$ cat src/rtl/equihash_sol_txbuf.sv
// Solution transmit buffer: queues 64-bit Equihash solution words and serializes them
// little-endian onto a byte-wide UART handshake, with a sync byte ahead of each new frame.
module equihash_sol_txbuf #(
    parameter int         DEPTH     = 16,
    parameter logic [7:0] SYNC_BYTE = 8'hA5
) (
    input  logic                       eclk,
    input  logic                       rstb,
    input  logic                       uart_start,
    input  logic [63:0]                uart_tdata,
    input  logic                       uart_headernonce_send,
    output logic [7:0]                 tx_data,
    output logic                       tx_valid,
    input  logic                       tx_ready,
    output logic [$clog2(DEPTH):0]     fifo_count,
    output logic                       busy,
    output logic                       overflow
);

    localparam int AW = $clog2(DEPTH);

    typedef enum logic [1:0] {IDLE, SYNC, DATA} state_t;

    logic [64:0]   mem [DEPTH];
    logic [AW-1:0] wr_ptr;
    logic [AW-1:0] rd_ptr;
    logic [AW:0]   count;
    state_t        state;
    logic [63:0]   shreg;
    logic [2:0]    byte_idx;
    logic          pending_mark;

    logic          pop;
    logic          full;
    logic          push;
    logic          mark;
    logic [64:0]   head;

    // A pop only happens from IDLE, so a full FIFO can still take a push in that cycle.
    assign pop   = (state == IDLE) && (count != '0);
    assign full  = (count == (AW+1)'(DEPTH));
    assign push  = uart_start && (!full || pop);
    assign mark  = pending_mark || uart_headernonce_send;
    assign head  = mem[rd_ptr];

    assign fifo_count = count;
    assign busy       = (count != '0) || (state != IDLE);

    always_ff @(posedge eclk) begin
        if (push) begin
            mem[wr_ptr] <= {mark, uart_tdata};
        end
    end

    always_ff @(posedge eclk or posedge rstb) begin
        if (rstb) begin
            wr_ptr       <= '0;
            rd_ptr       <= '0;
            count        <= '0;
            pending_mark <= 1'b0;
            overflow     <= 1'b0;
        end else begin
            if (push) begin
                wr_ptr <= wr_ptr + AW'(1);
            end
            if (pop) begin
                rd_ptr <= rd_ptr + AW'(1);
            end
            case ({push, pop})
                2'b10:   count <= count + (AW+1)'(1);
                2'b01:   count <= count - (AW+1)'(1);
                default: count <= count;
            endcase
            // A dropped push leaves the frame marker armed for the next accepted word.
            if (push) begin
                pending_mark <= 1'b0;
            end else if (uart_headernonce_send && !uart_start) begin
                pending_mark <= 1'b1;
            end
            if (uart_start && !push) begin
                overflow <= 1'b1;
            end
        end
    end

    always_ff @(posedge eclk or posedge rstb) begin
        if (rstb) begin
            state    <= IDLE;
            shreg    <= '0;
            byte_idx <= '0;
            tx_valid <= 1'b0;
            tx_data  <= 8'h00;
        end else begin
            case (state)
                IDLE: begin
                    if (pop) begin
                        shreg    <= head[63:0];
                        byte_idx <= '0;
                        tx_valid <= 1'b1;
                        if (head[64]) begin
                            state   <= SYNC;
                            tx_data <= SYNC_BYTE;
                        end else begin
                            state   <= DATA;
                            tx_data <= head[7:0];
                        end
                    end
                end
                SYNC: begin
                    if (tx_ready) begin
                        state   <= DATA;
                        tx_data <= shreg[7:0];
                    end
                end
                DATA: begin
                    // shreg[7:0] always holds the byte currently presented on tx_data.
                    if (tx_ready) begin
                        if (byte_idx == 3'd7) begin
                            state    <= IDLE;
                            tx_valid <= 1'b0;
                            tx_data  <= 8'h00;
                        end else begin
                            byte_idx <= byte_idx + 3'd1;
                            shreg    <= shreg >> 8;
                            tx_data  <= shreg[15:8];
                        end
                    end
                end
                default: begin
                    state    <= IDLE;
                    tx_valid <= 1'b0;
                end
            endcase
        end
    end

endmodule

$ cat config.mk
export PLATFORM = sky130hd
export DESIGN_NAME = equihash_sol_txbuf
export DESIGN_NICKNAME = d
export VERILOG_FILES = /design/src/rtl/equihash_sol_txbuf.sv
export SDC_FILE = /design/constraint.sdc
export NUM_CORES = 1
export LEC_CHECK = 0
export ABC_AREA = 1
export BUFFER_PORTS_ARGS = -buffer_cell sky130_fd_sc_hd__buf_2
export CORE_MARGIN = 5
export CORE_UTILIZATION = 58
export DETAILED_ROUTE_END_ITERATION = 16
export PLACE_DENSITY = 0.78
export SYNTH_ARGS = -nofsm -noshare
export SYNTH_HDL_FRONTEND = slang
export SYNTH_SLANG_ARGS = --single-unit
$ cat constraint.sdc
create_clock -name eclk -period 7.85 [get_ports eclk]
set_clock_uncertainty 0.05 [all_clocks]
set_input_delay 0.785 -clock eclk [delete_from_list [all_inputs] [get_ports eclk]]
set_output_delay 0.785 -clock eclk [all_outputs]
set_load 0.01 [all_outputs]
==> impl_metrics.py, run 1 <==
metrics = {
    "place": {
        "port_buffers": 84,
        "pre_cts_ws_ps": 4048,
        "dp.cells": 4744,
        "gp_congestion": 0.8367,
        "place_hpwl_um": 60000,
        "placed_area_um2": 47030,
    },
    "clock_network": {
        "cts_tree": "done",
        "clk-insertion-delay-late_ps": 690,
        "postCtsHoldBufs": 0,
        "cts_resized": 0,
        "clk_pin_slew_ps": 60,
        "post_cts_buffers": 0,
        "htree_levels": 3,
        "numCtsBuffers": 109,
        "cts_sinks": 1133,
        "cts-root-buf": "clkbuf_16",
        "cts.path.max_buffers": 3,
    },
    "synth": {
        "synth.avg_cell_area_um2": 12.06,
        "synthDominantAreaCellType": "edfxtp_1",
        "ys_types": 35,
        "syn_area_um2": 45840,
        "synth_area_leaders": "edfxtp_1, nor2_1, o21ai_0",
        "synth-seq-area-share_pct": 73.20,
        "syn_nets": 3886,
        "synth.ff_latch_count": 1133,
        "synth_top_area_share_pct": 68.13,
        "synth_cells": 3802,
        "yosys_warnings": 0,
    },
    "floorplan": {
        "std_cell_rows": 103,
        "die_h_um": 291.1,
        "initial_utilization_pct": 58.22,
        "die-width_um": 291.1,
        "io_pins": 85,
        "core_um2": 78740,
        "dieArea_um2": 84760,
    },
    "timing": {
        "timing.hold.ws_ps": 204.5,
        "fmax_mhz": 263.6,
        "rsz0062_at_grt": "no",
        "relSlewSlack_pct": 18.87,
        "layout_min_cycle_time_ps": 3793,
        "min_period_over_period_pct": 48.32,
        "setup_tns_ps": 0,
        "hold_violations": 0,
        "tightest_slew_ps": 1217,
        "fin_ws_ps": 4057,
        "setup_violations": 0,
        "slew_viol_final": 0,
    },
    "setup_path": {
        "rrSetupSlack_ps": 4060,
        "critical_path_depth": 7,
        "critPathLaunch": "state[1]",
        "setup.worst_path.start_class": "flop",
        "cp_cell_sequence": "inv_1 -> ha_1 -> nor3_1 -> nor2_2 -> nand2_1 -> nor2_4 -> buf_4",
        "critPathKind": "flop to flop",
        "crit_family": "simple AND/OR/NAND/NOR gates",
        "crit_arrival_ps": 4050,
        "crit_slowest_cell": "nor2_4",
        "slowest_delay_ps": 870,
        "reg2reg_to": "mem[4][48]",
        "crit_fanout": 39,
        "crit_required_ps": 8100,
        "critPathCapture": "mem[4][48]",
        "r2r_start": "state[1]",
        "r2r_cells": 7,
        "worstSetupEndpointType": "flop",
        "cp.buffers_inverters": 2,
    },
    "pwr": {
        "p_per_area_nw_per_um2": 389.9,
        "p_leak_nw": 17.89,
        "irDropWorstVdd_uv": 355.5,
        "power.total_mw": 19.70,
    },
    "status": {
        "status": "finished clean",
    },
    "global_route": {
        "grt_max_degree": 255,
        "overflow": 0,
        "grt_usage_pct": 26.12,
        "grt_antenna_before_repair": 6,
        "grt_pass1_wl_um": 172500,
        "grt_pass1_vias": 29100,
    },
    "drt": {
        "wl_per_cell_um": 22.91,
        "firstDrtPassIters": 6,
        "via_per_inst": 6.052,
        "drc": 0,
        "drt_iter0_drc": 4401,
        "ant_nets": 0,
        "dr_total_vias": 29960,
        "totalWireLength_um": 113500,
    },
    "finish": {
        "utilization_pct": 64.16,
        "fin_area_um2": 50520,
        "drive_gt1_share_pct": 8.291,
        "fin_cells": 4951,
        "final_common_cell": "edfxtp_1",
        "mostFrequentLayoutCells": "edfxtp_1, nor2_1, o21ai_0",
        "syn_to_final_growth_pct": 10.21,
        "finalNetCount": 3889,
    },
    "job": {
        "maxCapViolations": 0,
    },
    "worst_hold_path": {
        "min_path_type": "input port to asynchronous set/reset pin",
    },
}
## cells by family (layout without fill, tap and decap cells)
group,count (synthesis),after routing,synth area share [%]
other,0,5,0
flip-flops,1133,1133,73.20
buffers and inverters,430,524,3.952
AO/OA/AOI/OAI,735,735,9.212
XOR/XNOR,9,9,0.1720
adder cells (fa/ha/maj),15,15,0.4258
AND/OR/NAND/NOR,1480,1480,13.03
## state kept, by name, indices dropped and copies added, names as in the netlist
| register | count |
|---|---|
| byte_idx | 3 |
| fifo_count | 5 |
| mem | 1040 |
| overflow | 1 |
| pending_mark | 1 |
| rd_ptr | 4 |
| shreg | 64 |
| state | 2 |
| tx_data | 8 |
| tx_valid | 1 |
| wr_ptr | 4 |
## layout make-up
type | count | area (µm²)
clock inverters | 57 | 516.7
multi-input cells | 2239 | 10610
flip-flops and latches | 1133 | 33570
diodes | 5 | 12.51
repair buffers | 127 | 780.7
fillers | 5479 | 28220
inverters | 195 | 752.0
clock buffers | 145 | 2964
well taps | 1050 | 1314
## worst min-delay path by stage
stage	end	slack [ps]	cells past startpoint
after floorplan	shreg[56]	400	2
after global placement	overflow	400	1
after detailed placement	overflow	400	1
after CTS	shreg[10]	190	2
after global routing	shreg[10]	250	2
final	shreg[10]	200	2
## routing by layer
layer  GRT usage (%)  part of all wire (%)  up-vias
met1           36.13                    39    14570
met5               0                     0        -
met3           5.142                    10      215
met4           9.361                   3.0        0
met2           42.06                    48     1734
li1                -                     -    13440
## cells in the mapped netlist
cell      number
edfxtp_1    1040
nor2_1       792
o21ai_0      484
nand2_1      384
nand3_1      286
inv_1        192
o211ai_1     129
clkbuf_1     113
dfrtp_1       93
buf_2         62
a21oi_1       45
buf_1         34
o221ai_1      33
a21boi_1      26
buf_4         20
ha_1          14
xor2_1         9
o21ai_1        7
buf_6          6
or2_2          5
nand4_1        4
nor2_2         4
a221oi_1       3
inv_2          3
a22o_1         2
nand3_2        2
nor3_1         2
a211oi_1       1
a21o_1         1
a31oi_1        1
a32oi_1        1
fa_1           1
nand3_4        1
o21a_1         1
o22ai_1        1
## power breakdown
part,switching [mW],internal (mW),leakage (nW)
combinational,4.88,1.85,5.70
clock,2.21,2.89,1.71
sequential,0.425,7.44,10.5
Note: power is estimated with default switching activity, not from simulation.
==> inputs of run 2 (changes only) <==
--- a/config.mk
+++ b/config.mk
@@ -8,9 +8,9 @@
 export ABC_AREA = 1
 export BUFFER_PORTS_ARGS = -buffer_cell sky130_fd_sc_hd__buf_2
 export CORE_MARGIN = 5
-export CORE_UTILIZATION = 58
+export CORE_UTILIZATION = 56
 export DETAILED_ROUTE_END_ITERATION = 16
-export PLACE_DENSITY = 0.78
+export PLACE_DENSITY = 0.79
 export SYNTH_ARGS = -nofsm -noshare
 export SYNTH_HDL_FRONTEND = slang
 export SYNTH_SLANG_ARGS = --single-unit
==> constraint.sdc (replaced) <==
create_clock -name eclk -period 3.37 [get_ports eclk]
set_clock_uncertainty 0.05 [all_clocks]
set_input_delay 0.337 -clock eclk [delete_from_list [all_inputs] [get_ports eclk]]
set_output_delay 0.337 -clock eclk [all_outputs]
set_load 0.01 [all_outputs]
==> impl_metrics.py, run 2 (synthesis results as in run 1) <==
metrics = {
    "finish": {
        "syn_to_final_growth_pct": 12.61,
        "regMostFlops": "mem",
        "n_antenna_cell": 0,
        "finalNetCount": 3956,
        "n_fill_cell": 5612,
        "largest_register_ffs": 1040,
        "final_common_cell": "edfxtp_1",
        "multi_input_area_um2": 10600,
        "regArea_um2": 33570,
        "drive_gt1_share_pct": 9.036,
        "fin_cells": 5032,
        "mostFrequentLayoutCells": "edfxtp_1, nor2_1, o21ai_0",
        "top_regs": "mem (1040), shreg (64), tx_data (8)",
    },
    "floorplan": {
        "core_um2": 81580,
        "dieArea_um2": 87680,
        "die_h_um": 296.1,
        "initial_utilization_pct": 56.19,
        "io_pins": 85,
        "die-width_um": 296.1,
        "std_cell_rows": 105,
    },
    "global_route": {
        "grt_antenna_before_repair": 1,
        "grt_pass1_wl_um": 168400,
        "grt_pass1_vias": 29240,
        "overflow": 0,
        "grt_usage_pct": 24.81,
        "grt_max_degree": 229,
    },
    "place": {
        "port_buffers": 84,
        "place_hpwl_um": 59760,
        "dp.cells": 4795,
        "gp_congestion": 0.8283,
        "pre_cts_ws_ps": 381.9,
    },
    "drt": {
        "drc": 0,
        "firstDrtPassIters": 7,
        "drt_iter0_drc": 3658,
        "dr_total_vias": 30050,
        "via_per_inst": 5.971,
        "wl_per_cell_um": 21.88,
        "ant_nets": 0,
        "totalWireLength_um": 110100,
    },
    "setup_path": {
        "setup.worst_path.start_class": "flop",
        "worstSetupEndpointType": "flop",
        "slowest_delay_ps": 590,
        "crit_family": "simple AND/OR/NAND/NOR gates",
        "crit_required_ps": 3660,
        "cp.buffers_inverters": 2,
        "critPathKind": "flop to flop",
        "crit_slowest_cell": "nor2_4",
        "crit_arrival_ps": 3380,
        "crit_fanout": 22,
        "cp_cell_sequence": "inv_1 -> ha_1 -> nor3_1 -> nor2_2 -> nand2_1 -> nor2_4 -> buf_12",
    },
    "timing": {
        "fin_ws_ps": 284.4,
        "slew_viol_final": 0,
        "layout_min_cycle_time_ps": 3086,
        "relSlewSlack_pct": 34.18,
        "hold_violations": 0,
        "rsz0062_at_grt": "no",
        "setup_violations": 0,
        "fmax_mhz": 324.1,
        "min_period_over_period_pct": 91.56,
        "tightest_slew_ps": 987.3,
        "timing.hold.ws_ps": 20.58,
    },
    "clock_network": {
        "cts_resized": 0,
        "cts-root-buf": "clkbuf_16",
        "post_cts_buffers": 0,
        "numCtsBuffers": 105,
        "postCtsHoldBufs": 40,
        "cts.path.max_buffers": 3,
        "clk-insertion-delay-late_ps": 670,
        "cts_tree": "done",
        "htree_levels": 3,
        "clk_pin_slew_ps": 60,
        "cts_sinks": 1133,
    },
    "worst_hold_path": {
        "min_path_type": "input port to flop",
    },
    "job": {
        "maxCapViolations": 0,
    },
    "pwr": {
        "p_leak_nw": 18.35,
        "irDropWorstVdd_uv": 753.1,
        "p_per_area_nw_per_um2": 904.0,
    },
    "status": {
        "status": "finished clean",
    },
}
run 2: changes by cell type in the layout (fill, tap and decap cells not counted), moves of 5 or more:
| cell | previous run | this run |
|---|---|---|
| buf_12 | 3 | 34 |
| bufinv_16 | 7 | 17 |
| clkbuf_1 | 27 | 22 |
| clkbuf_8 | 8 | 3 |
| diode_2 | 5 | 0 |
| dlygate4sd3_1 | 0 | 40 |
run 2: power breakdown:
group | switching, mW | internal (mW) | leakage [nW]
registers | 0.809 | 17.3 | 10.5
clock network | 5.02 | 7.15 | 1.74
logic | 11.6 | 4.75 | 6.13
run 2: layer usage:
layer / share of wire, % / vias to the layer above / track usage, %
li1: - / 13560 / -
met1: 38 / 14520 / 34.12
met2: 49 / 1706 / 41.36
met3: 9.2 / 258 / 3.108
met4: 3.4 / 0 / 9.300
met5: 0 / - / 0
run 2: worst register-to-register path: stages (launching register included):
cell and delay, ps:
dfrtp_1 400, inv_1 110, ha_1 280, nor3_1 110, nor2_2 500, nand2_1 420
nor2_4 590, buf_12 290
run 2: worst paths after layout:
kind	slack, ps	startpoint	depth (start not counted)	endpoint
setup / recovery	280	state[0]	7	mem[1][16]
hold / removal	20	uart_tdata[49]	1	mem[5][49]
setup reg to reg	280	state[0]	7	mem[1][16]
hold reg to reg	420	tx_data[0]	2	tx_data[0]
max in group asynchronous	2300	rstb	4	rd_ptr[0]
min in group asynchronous	200	rstb	3	tx_data[6]
run 2: metrics by stage:
stage                     power [mW]  utilization, %  instance area, µm²  setup TNS, ps
after floorplan                29.01               -               45920         -65870
after global placement         33.73           58.43               47670              0
after detailed placement       34.34           58.43               47670              0
after CTS                      46.58           63.27               51620              0
after global routing           49.04           63.27               51620              0
final                          46.66           63.27               51620              0
run 2: layout make-up:
class | instances | area share, %
multi-input combinational | 2239 | 20.54
inverter | 195 | 1.457
clock inverter | 66 | 1.503
sequential | 1133 | 65.04
clock buffer | 131 | 5.378
tap | 1070 | 2.593
timing repair buffer | 198 | 3.490
